`src/rtl/mem_port_arbiter_pkg.sv`:
```
// rtl/mem_port_arbiter_pkg.sv - shared state and size-code definitions for the memory port arbiter
package mem_port_arbiter_pkg;

    typedef enum logic [1:0] {ARB_IDLE, ARB_REQ, ARB_RESP} arb_state_t;

    localparam logic [2:0] SZ_B = 3'b000;
    localparam logic [2:0] SZ_H = 3'b001;
    localparam logic [2:0] SZ_W = 3'b010;

endpackage

```
`src/rtl/mem_port_arbiter_if.sv`:
```
// rtl/mem_port_arbiter_if.sv - core fetch/data ports and unified memory bus seen by the arbiter
interface mem_port_arbiter_if #(
    parameter int AW = 32,
    parameter int DW = 32
);
    logic          ifReq;
    logic [AW-1:0] ifAddr;
    logic [DW-1:0] ifRdata;
    logic          ifValid;
    logic          ifStall;
    logic          dReq;
    logic          dWen;
    logic [2:0]    dSize;
    logic [AW-1:0] dAddr;
    logic [DW-1:0] dWdata;
    logic [DW-1:0] dRdata;
    logic          dValid;
    logic          dStall;
    logic          memReq;
    logic          memWen;
    logic [2:0]    memSize;
    logic [AW-1:0] memAddr;
    logic [DW-1:0] memWdata;
    logic          memGnt;
    logic          memRvalid;
    logic [DW-1:0] memRdata;
    logic          protoErr;

    modport slave (
        input  ifReq, ifAddr, dReq, dWen, dSize, dAddr, dWdata, memGnt, memRvalid, memRdata,
        output ifRdata, ifValid, ifStall, dRdata, dValid, dStall,
        output memReq, memWen, memSize, memAddr, memWdata, protoErr
    );

    modport master (
        output ifReq, ifAddr, dReq, dWen, dSize, dAddr, dWdata, memGnt, memRvalid, memRdata,
        input  ifRdata, ifValid, ifStall, dRdata, dValid, dStall,
        input  memReq, memWen, memSize, memAddr, memWdata, protoErr
    );

endinterface

```
`src/rtl/mem_port_arbiter.sv`:
```
// rtl/mem_port_arbiter.sv - shares one single-ported memory between the fetch and load/store ports
module mem_port_arbiter
    import mem_port_arbiter_pkg::*;
#(
    parameter int AW         = 32,
    parameter int DW         = 32,
    parameter int STARVE_MAX = 4
) (
    input  logic              clk,
    input  logic              rst,
    mem_port_arbiter_if.slave bus
);

    localparam logic [3:0] STARVE_LIM = 4'(STARVE_MAX);

    arb_state_t    state;
    logic          owner_d;
    logic          wen_q;
    logic [2:0]    size_q;
    logic [AW-1:0] addr_q;
    logic [DW-1:0] wdata_q;
    logic [3:0]    starve_cnt;
    logic          proto_err;
    logic          data_wins;
    logic          complete;

    assign data_wins = bus.dReq && !(bus.ifReq && (starve_cnt == STARVE_LIM));
    assign complete  = bus.memRvalid &&
                       (((state == ARB_REQ) && bus.memGnt) || (state == ARB_RESP));

    always_ff @(posedge clk or posedge rst) begin
        if (rst) begin
            state      <= ARB_IDLE;
            owner_d    <= 1'b0;
            wen_q      <= 1'b0;
            size_q     <= 3'b000;
            addr_q     <= '0;
            wdata_q    <= '0;
            starve_cnt <= 4'd0;
            proto_err  <= 1'b0;
        end else begin
            case (state)
                ARB_IDLE: begin
                    if (bus.memRvalid) begin
                        proto_err <= 1'b1;
                    end
                    if (data_wins) begin
                        state   <= ARB_REQ;
                        owner_d <= 1'b1;
                        wen_q   <= bus.dWen;
                        size_q  <= bus.dSize;
                        addr_q  <= bus.dAddr;
                        wdata_q <= bus.dWdata;
                        // Only data grants that make a waiting fetch wait longer count toward starvation
                        if (!bus.ifReq) begin
                            starve_cnt <= 4'd0;
                        end else if (starve_cnt < STARVE_LIM) begin
                            starve_cnt <= starve_cnt + 4'd1;
                        end
                    end else if (bus.ifReq) begin
                        state      <= ARB_REQ;
                        owner_d    <= 1'b0;
                        wen_q      <= 1'b0;
                        size_q     <= SZ_W;
                        addr_q     <= bus.ifAddr;
                        wdata_q    <= '0;
                        starve_cnt <= 4'd0;
                    end else begin
                        starve_cnt <= 4'd0;
                    end
                end
                ARB_REQ: begin
                    if (bus.memGnt) begin
                        state <= bus.memRvalid ? ARB_IDLE : ARB_RESP;
                    end else if (bus.memRvalid) begin
                        proto_err <= 1'b1;
                    end
                end
                ARB_RESP: begin
                    if (bus.memRvalid) begin
                        state <= ARB_IDLE;
                    end
                end
                default: state <= ARB_IDLE;
            endcase
        end
    end

    assign bus.memReq   = (state == ARB_REQ);
    assign bus.memWen   = wen_q;
    assign bus.memSize  = size_q;
    assign bus.memAddr  = addr_q;
    assign bus.memWdata = wdata_q;
    assign bus.protoErr = proto_err;

    // Read data is forwarded straight from memory so completion costs no extra cycle
    assign bus.ifValid  = complete && !owner_d;
    assign bus.dValid   = complete && owner_d;
    assign bus.ifRdata  = bus.memRdata;
    assign bus.dRdata   = bus.memRdata;
    assign bus.ifStall  = bus.ifReq && !bus.ifValid;
    assign bus.dStall   = bus.dReq && !bus.dValid;

endmodule
```
`src/flat_wrapper.sv`:
```
// flat-port wrapper written by rule: the top's interface ports become plain ports
module mem_port_arbiter_flat import mem_port_arbiter_pkg::*;
#(
    parameter int AW         = 32,
    parameter int DW         = 32,
    parameter int STARVE_MAX = 4
)
  (clk, rst, bus_ifReq, bus_ifAddr, bus_dReq, bus_dWen, bus_dSize, bus_dAddr, bus_dWdata, bus_memGnt, bus_memRvalid, bus_memRdata, bus_ifRdata, bus_ifValid, bus_ifStall, bus_dRdata, bus_dValid, bus_dStall, bus_memReq, bus_memWen, bus_memSize, bus_memAddr, bus_memWdata, bus_protoErr);
  mem_port_arbiter_if #(.AW(AW), .DW(DW)) bus_i ();
  input  logic clk;
  input  logic rst;
  input wire logic [$bits(bus_i.ifReq)-1:0] bus_ifReq;
  input wire logic [$bits(bus_i.ifAddr)-1:0] bus_ifAddr;
  input wire logic [$bits(bus_i.dReq)-1:0] bus_dReq;
  input wire logic [$bits(bus_i.dWen)-1:0] bus_dWen;
  input wire logic [$bits(bus_i.dSize)-1:0] bus_dSize;
  input wire logic [$bits(bus_i.dAddr)-1:0] bus_dAddr;
  input wire logic [$bits(bus_i.dWdata)-1:0] bus_dWdata;
  input wire logic [$bits(bus_i.memGnt)-1:0] bus_memGnt;
  input wire logic [$bits(bus_i.memRvalid)-1:0] bus_memRvalid;
  input wire logic [$bits(bus_i.memRdata)-1:0] bus_memRdata;
  output wire logic [$bits(bus_i.ifRdata)-1:0] bus_ifRdata;
  output wire logic [$bits(bus_i.ifValid)-1:0] bus_ifValid;
  output wire logic [$bits(bus_i.ifStall)-1:0] bus_ifStall;
  output wire logic [$bits(bus_i.dRdata)-1:0] bus_dRdata;
  output wire logic [$bits(bus_i.dValid)-1:0] bus_dValid;
  output wire logic [$bits(bus_i.dStall)-1:0] bus_dStall;
  output wire logic [$bits(bus_i.memReq)-1:0] bus_memReq;
  output wire logic [$bits(bus_i.memWen)-1:0] bus_memWen;
  output wire logic [$bits(bus_i.memSize)-1:0] bus_memSize;
  output wire logic [$bits(bus_i.memAddr)-1:0] bus_memAddr;
  output wire logic [$bits(bus_i.memWdata)-1:0] bus_memWdata;
  output wire logic [$bits(bus_i.protoErr)-1:0] bus_protoErr;
  assign bus_i.ifReq = bus_ifReq;
  assign bus_i.ifAddr = bus_ifAddr;
  assign bus_i.dReq = bus_dReq;
  assign bus_i.dWen = bus_dWen;
  assign bus_i.dSize = bus_dSize;
  assign bus_i.dAddr = bus_dAddr;
  assign bus_i.dWdata = bus_dWdata;
  assign bus_i.memGnt = bus_memGnt;
  assign bus_i.memRvalid = bus_memRvalid;
  assign bus_i.memRdata = bus_memRdata;
  assign bus_ifRdata = bus_i.ifRdata;
  assign bus_ifValid = bus_i.ifValid;
  assign bus_ifStall = bus_i.ifStall;
  assign bus_dRdata = bus_i.dRdata;
  assign bus_dValid = bus_i.dValid;
  assign bus_dStall = bus_i.dStall;
  assign bus_memReq = bus_i.memReq;
  assign bus_memWen = bus_i.memWen;
  assign bus_memSize = bus_i.memSize;
  assign bus_memAddr = bus_i.memAddr;
  assign bus_memWdata = bus_i.memWdata;
  assign bus_protoErr = bus_i.protoErr;
  mem_port_arbiter #(.AW(AW), .DW(DW), .STARVE_MAX(STARVE_MAX)) u_core (.clk(clk), .rst(rst), .bus(bus_i));
endmodule
```
`config.mk`:
```
export PLATFORM = sky130hd
export DESIGN_NAME = mem_port_arbiter_flat
export DESIGN_NICKNAME = d
export VERILOG_FILES = /design/src/rtl/mem_port_arbiter_pkg.sv /design/src/rtl/mem_port_arbiter_if.sv /design/src/rtl/mem_port_arbiter.sv /design/src/flat_wrapper.sv
export SDC_FILE = /design/constraint.sdc
export NUM_CORES = 1
export LEC_CHECK = 0
export ABC_CLOCK_PERIOD_IN_PS = 5300
export CORE_AREA = 2 2 106 108
export CTS_CLUSTER_DIAMETER = 50
export DETAILED_ROUTE_END_ITERATION = 10
export DIE_AREA = 0 0 108 110
export HOLD_SLACK_MARGIN = 0.1
export PLACE_DENSITY_LB_ADDON = 0.2
export REMOVE_ABC_BUFFERS = 1
export SLEW_MARGIN = 0
export SYNTH_ARGS = -nofsm -noshare
export SYNTH_HDL_FRONTEND = slang
export SYNTH_SLANG_ARGS = --single-unit
```
`constraint.sdc`:
```
create_clock -name clk -period 5.3 [get_ports clk]
set_clock_uncertainty 0.1 [all_clocks]
set_input_delay 0.795 -clock clk [delete_from_list [all_inputs] [get_ports clk]]
set_output_delay 0.795 -clock clk [all_outputs]
set_load 0.01 [all_outputs]
```
=== After elaboration in Yosys (flattened, before gate mapping) ===
Index checks and enable logic that the tools add are counted.

* Logic and storage cells: 59
* Output and inout port bits: 138
* Bits in registers: 76

* $add $sub $neg: 1
* Eq/ne operators: 8
* Reductions and logical operators: 20
* Mux-type cells: 21
* Magnitude comparators: 1

{| class="wikitable"
|+ Operators by type and width
! cell !! count
|-
| two-way mux 32 bit || 4
|-
| two-way mux 4 bit || 3
|-
| two-way mux 2 bit || 5
|-
| logical AND 1 bit || 8
|-
| two-way mux 3 bit || 2
|-
| inequality test 2 bit, second input constant || 3
|-
| case mux 2 bit (3 select lines) || 1
|-
| AND reduction 2 bit || 3
|-
| two-way mux 1 bit || 5
|-
| adder 4 x 1 -> 4 bit, second input constant || 1
|-
| == test 4 x 3 -> 1 bit, second input constant || 1
|-
| zero test 1 bit || 4
|-
| < comparator 4 x 3 -> 1 bit, second input constant || 1
|-
| nonzero test 2 bit || 2
|-
| inequality test 3 x 2 -> 1 bit, second input constant || 1
|-
| inequality test 3 bit, second input constant || 1
|-
| AND reduction 3 bit || 1
|-
| == test 2 x 1 -> 1 bit, second input constant || 1
|-
| == test 2 bit, second input constant || 1
|-
| zero test 2 bit || 1
|-
| case mux 1 bit (2 select lines) || 1
|-
| logical OR 1 bit || 1
|}

=== Longest topological paths before layout ===
* Depth in word-level cells: 7
* Mapped depth: 8
* Gate-level depth less buffers: 6

=== Worst setup path after synthesis ===
No wires, ideal clock.

* Path type: input to output
* Start point: in bus_memGnt
* End point: out bus_dStall
* Data arrival time: 1.348 ns
* Cell stages on the path: 4
* Slack: 3.057 ns
* Path buffers: 0
* Data required time: 4.405 ns
* Cells stage by stage: nand2_1 > mux2i_1 > and3_1 > nor2b_1

* Cells in the longest elaborated chain, start to end: 6

{| class="wikitable"
|+ RTL lines
! what !! RTL line !! text
|-
| from (decl) || flat_wrapper.sv:19 || <nowiki>input wire logic [$bits(bus_i.memGnt)-1:0] bus_memGnt;</nowiki>
|-
| logical AND 1 bit || mem_port_arbiter.sv:29 || <nowiki>(((state == ARB_REQ) && bus.memGnt) || (state == ARB_RESP));</nowiki>
|-
| logical OR 1 bit || mem_port_arbiter.sv:29 ||
|-
| logical AND 1 bit || mem_port_arbiter.sv:28 || <nowiki>assign complete = bus.memRvalid &&</nowiki>
|-
| logical AND 1 bit || mem_port_arbiter.sv:98 || <nowiki>assign bus.dValid = complete && owner_d;</nowiki>
|-
| named net bus_dValid || flat_wrapper.sv:26 || <nowiki>output wire logic [$bits(bus_i.dValid)-1:0] bus_dValid;</nowiki>
|-
| zero test 1 bit || mem_port_arbiter.sv:102 || <nowiki>assign bus.dStall = bus.dReq && !bus.dValid;</nowiki>
|-
| logical AND 1 bit || mem_port_arbiter.sv:102 ||
|-
| to (decl) || flat_wrapper.sv:27 || <nowiki>output wire logic [$bits(bus_i.dStall)-1:0] bus_dStall;</nowiki>
|}

The timed path passes the listed nets, and every way through them passes these cells.

=== Final worst setup path ===
* Start point: in bus_memGnt
* End point: out bus_dValid

* Cells in the longest elaborated chain, start to end: 4

{| class="wikitable"
|+ RTL lines
! what !! RTL line
|-
| logical AND 1 bit || mem_port_arbiter.sv:29
|-
| logical OR 1 bit || mem_port_arbiter.sv:29
|-
| logical AND 1 bit || mem_port_arbiter.sv:28
|-
| logical AND 1 bit || mem_port_arbiter.sv:98
|-
| to (decl) || flat_wrapper.sv:26
|}

No other way between the ends.

==> metrics.md <==
| Metric | Value |
|---|---|
| Fill cells | `1015` |
| Crit path arrival time | `2.31 ns` |
| Final wirelength | `about 12000 um` |
| Post-CTS Setup Inserts | `0` |
| Comb pwr share | `41.4%` |
| FF-to-FF Start | `u_core.starve_cnt[1]` |
| Least-Margin Pin Slew | `approximately 1.2 ns` |
| Critical path's largest stage delay | `roughly 0.55 ns` |
| CP required | `~4.4 ns` |
| Launch point of the worst path | `bus_memGnt` |
| Routed Antenna Nets | `0` |
| Initial Util | `between 30% and 40%` |
| Fin crit share | `between 60% and 70%` |
| Most used DFF post-synth | `dfrtp_1` |
| Cell with the most instances after synthesis | `dfrtp_1` |
| Worst Path Max Fanout | `3` |
| Distinct cells, synth | `28` |
| Synthesized area | `0.00370 sq mm` |
| Ranking of synthesized cells by area | `dfrtp_1, buf_4, a21oi_1` |
| Drt drc | `0` |
| Layout cells sized above 1 | `5.85%` |
| Max-slew violation count | `0` |
| Sequential Power Share | `around two fifths` |
| Hold EP | `u_core.bus.protoErr` |
| Die area | `0.0119 sq mm` |
| CTS-repair resized insts | `0` |
| Largest net degree at the start of global routing | `between 40 and 50` |
| Non-Filler Instances | `619` |
| Clock transition at path regs | `0.08 ns` |
| Root buffer cell | `clkbuf_8` |
| Post-DP HPWL | `~8900 um` |
| IO Port Bufs | `179` |
| Max cap viols | `0` |
| Starting DRT DRC Count | `approximately 160` |
| Switching power | `764 uW` |
| Critical path type | `in2out` |
| Top cell type's share of synthesized area | `between 50% and 60%` |
| Power per Cell Area | `around 450 mW/mm^2` |
| CTS tree | `done` |
| Initial antenna violation count | `0` |
| Crit path time final | `3.20 ns` |
| DR vias | `2999` |
| Clock Sinks | `76` |
| CP max-delay cell | `clkdlybuf4s50_1` |
| Critical-path cell list | `clkdlybuf4s50_1, nand2_1, mux2i_1, and3_1, clkdlybuf4s50_1` |
| Tot Pwr | `roughly 2400 uW` |
| WHS Path Cells | `1` |
| Vias in the first global route | `around 3100` |
| R2R setup slack | `3.18 ns` |
| Mapped Cells | `~370` |
| H-Tree Depth | `3` |
| Synth Warn # | `0` |
| Chip Width | `around 110 um` |
| Final setup fails | `0` |
| Post-synthesis register bit count | `between 70 and 80` |
| Relative slew slack | `22.6%` |
| LEAKAGE | `between 0.002 and 0.0025 uW` |
| Internal power | `around 1600 uW` |
| Final hold violations | `0` |
| Hold buffer count at cts | `0` |
| Wire per inst | `19.7 um` |
| Sequential area share after synthesis | `51.5%` |
| Number of vias per cell | `about 4.8` |
| Core ar. | `around 0.011 sq mm` |
| Clk_lat worst skew | `0.35 ns` |
| Rows | `38` |
| GRT Residual Overflow | `0` |
| CTS Buffer Depth | `2` |
| Asr flop ratio synth | `100%` |
| Number of synthesized flops with an enable pin | `0` |
| Startpoint Class | `input port` |
| Top post-synthesis cells by count | `dfrtp_1, a21oi_1, buf_4, a22o_1, nand2_1` |
| Drt first pass iters | `4` |
| First-pass GRT wire length | `between 15000 and 20000 um` |
| RSZ-0062 raised after global routing | `false` |
| Maximum operating frequency | `312 MHz` |
| Critical Path End Type | `output port` |
| GP Congestion | `0.755` |
| FF-to-FF path depth | `7` |
| Die Ht | `110 um` |
| Layout Nets | `between 600 and 700` |
| Most frequent cell on the critical path | `clkdlybuf4s50_1` |
| CTS Buf Count | `9` |
| Status | `complete, no violations` |
| Hold WC Path Type | `reg2reg` |
| Synth Area per Inst | `between 10 and 15 sq um` |
| Worst reg2reg path endpoint | `u_core.bus.memAddr[27]` |
| GRT Total Usage | `20.0%` |
| P&R area growth vs syn | `42.9%` |
| Maximum vdd ir drop | `just under 0.0002 V` |
| Worst hold start | `u_core.bus.protoErr` |
| I/O pin cnt | `between 200 and 300` |
| Synth area leader | `dfrtp_1` |
| Switching power share of the total | `~32%` |
| Clock Power Share | `between 15 and 20%` |
| DP Cell Count | `around 600` |
| Setup TNS Final | `0 ns` |
| Ant. Diodes | `0` |
routing by layer:
metal / vias up / global-route usage [%] / wire length (um)
met5: - / 12.1 / 157
met4: 6 / 5.40 / 128
met3: 14 / 17.3 / 2300
met2: 221 / 25.7 / 4670
met1: 1370 / 23.7 / 4920
li1: 1388 / - / -
how the worst max path moves through the flow:
stage / endpoint / cells past startpoint
2_1_floorplan: u_core.bus.memAddr[0] / 1
3_3_place_gp: bus_dValid / 5
3_5_place_dp: u_core.bus.memWdata[31] / 4
4_1_cts: bus_dValid / 5
5_1_grt: bus_ifValid / 6
6_report: bus_dValid / 5
critical path, delay by kind of cell:
kind,cells,cell delay [ns]
simple gates,2,0.27
buf+inv,2,1.03
mux,1,0.22
power by group through the flow:
stage / Sequential [uW] / Combinational (uW) / Clock, uW
6_report: 920 / 978 / 465
5_1_grt: 947 / 1060 / 507
4_1_cts: 921 / 992 / 480
3_5_place_dp: 922 / 992 / 0
3_3_place_gp: 925 / 973 / 0
2_1_floorplan: 1010 / 293 / 0
logic make-up (layout without fill, tap and decap cells):
logic type / count (synthesis) / in the layout / share of synthesized area [%]
compound gates: 113 / 113 / 19.5
buf+inv: 92 / 205 / 17.8
simple gates: 81 / 81 / 9.99
flops: 76 / 76 / 51.5
fa+ha+maj: 2 / 2 / 0.677
mux: 2 / 2 / 0.575
flip-flops by register name (all words and copies together) (netlist names):
name	cells
u_core.state	2
u_core.bus.memAddr	32
u_core.owner_d	1
u_core.bus.memWen	1
u_core.bus.protoErr	1
u_core.bus.memWdata	32
u_core.starve_cnt	4
u_core.bus.memSize	3
cell usage in the layout, fill, tap and decap left out, drive strengths merged:
master,netlist,routed
nand2,37,37
bufinv,0,1
clkinv,0,4
ha,2,2
dfrtp,76,76
a21oi,69,69
clkbuf,2,11
o31a,1,1
clkdlybuf4s50,0,179
a22o,36,36
nor3b,1,1
and2,1,1
nor3,2,2
a21o,2,2
nor2,35,35
o21a,2,2
mux2i,1,1
clkinvlp,0,1
a21boi,1,1
mux2,1,1
buf,85,5
nor2b,3,3
inv,5,4
nand4b,1,1
o21ai,2,2
and3,1,1
cell type report:
type                            instances  area [sq um]  area share, %
Multi-Input combinational cell        198          1140           21.7
Tap cell                              140           175           3.32
Sequential cell                        76          1900           36.0
Timing Repair Buffer                  184          1830           34.6
Clock buffer                           11           151           2.87
Inverter                                5          20.0          0.379
Clock inverter                          5          60.1           1.14
metrics by stage:
| step | util [%] | instance area [sq um] | worst slack, ns | hold slack [ns] |
|---|---|---|---|---|
| CTS | 49.4 | 5280 | 2.10 | 0.367 |
| finish | 49.4 | 5280 | 2.10 | 0.361 |
| floorplan | - | 3060 | 2.47 | 0.387 |
| detailed placement | 47.4 | 5070 | 2.09 | 0.350 |
| global placement | 47.4 | 5070 | 2.14 | 0.351 |
| global route | 49.4 | 5280 | 2.03 | 0.406 |
(Power assumes the default switching activity.)
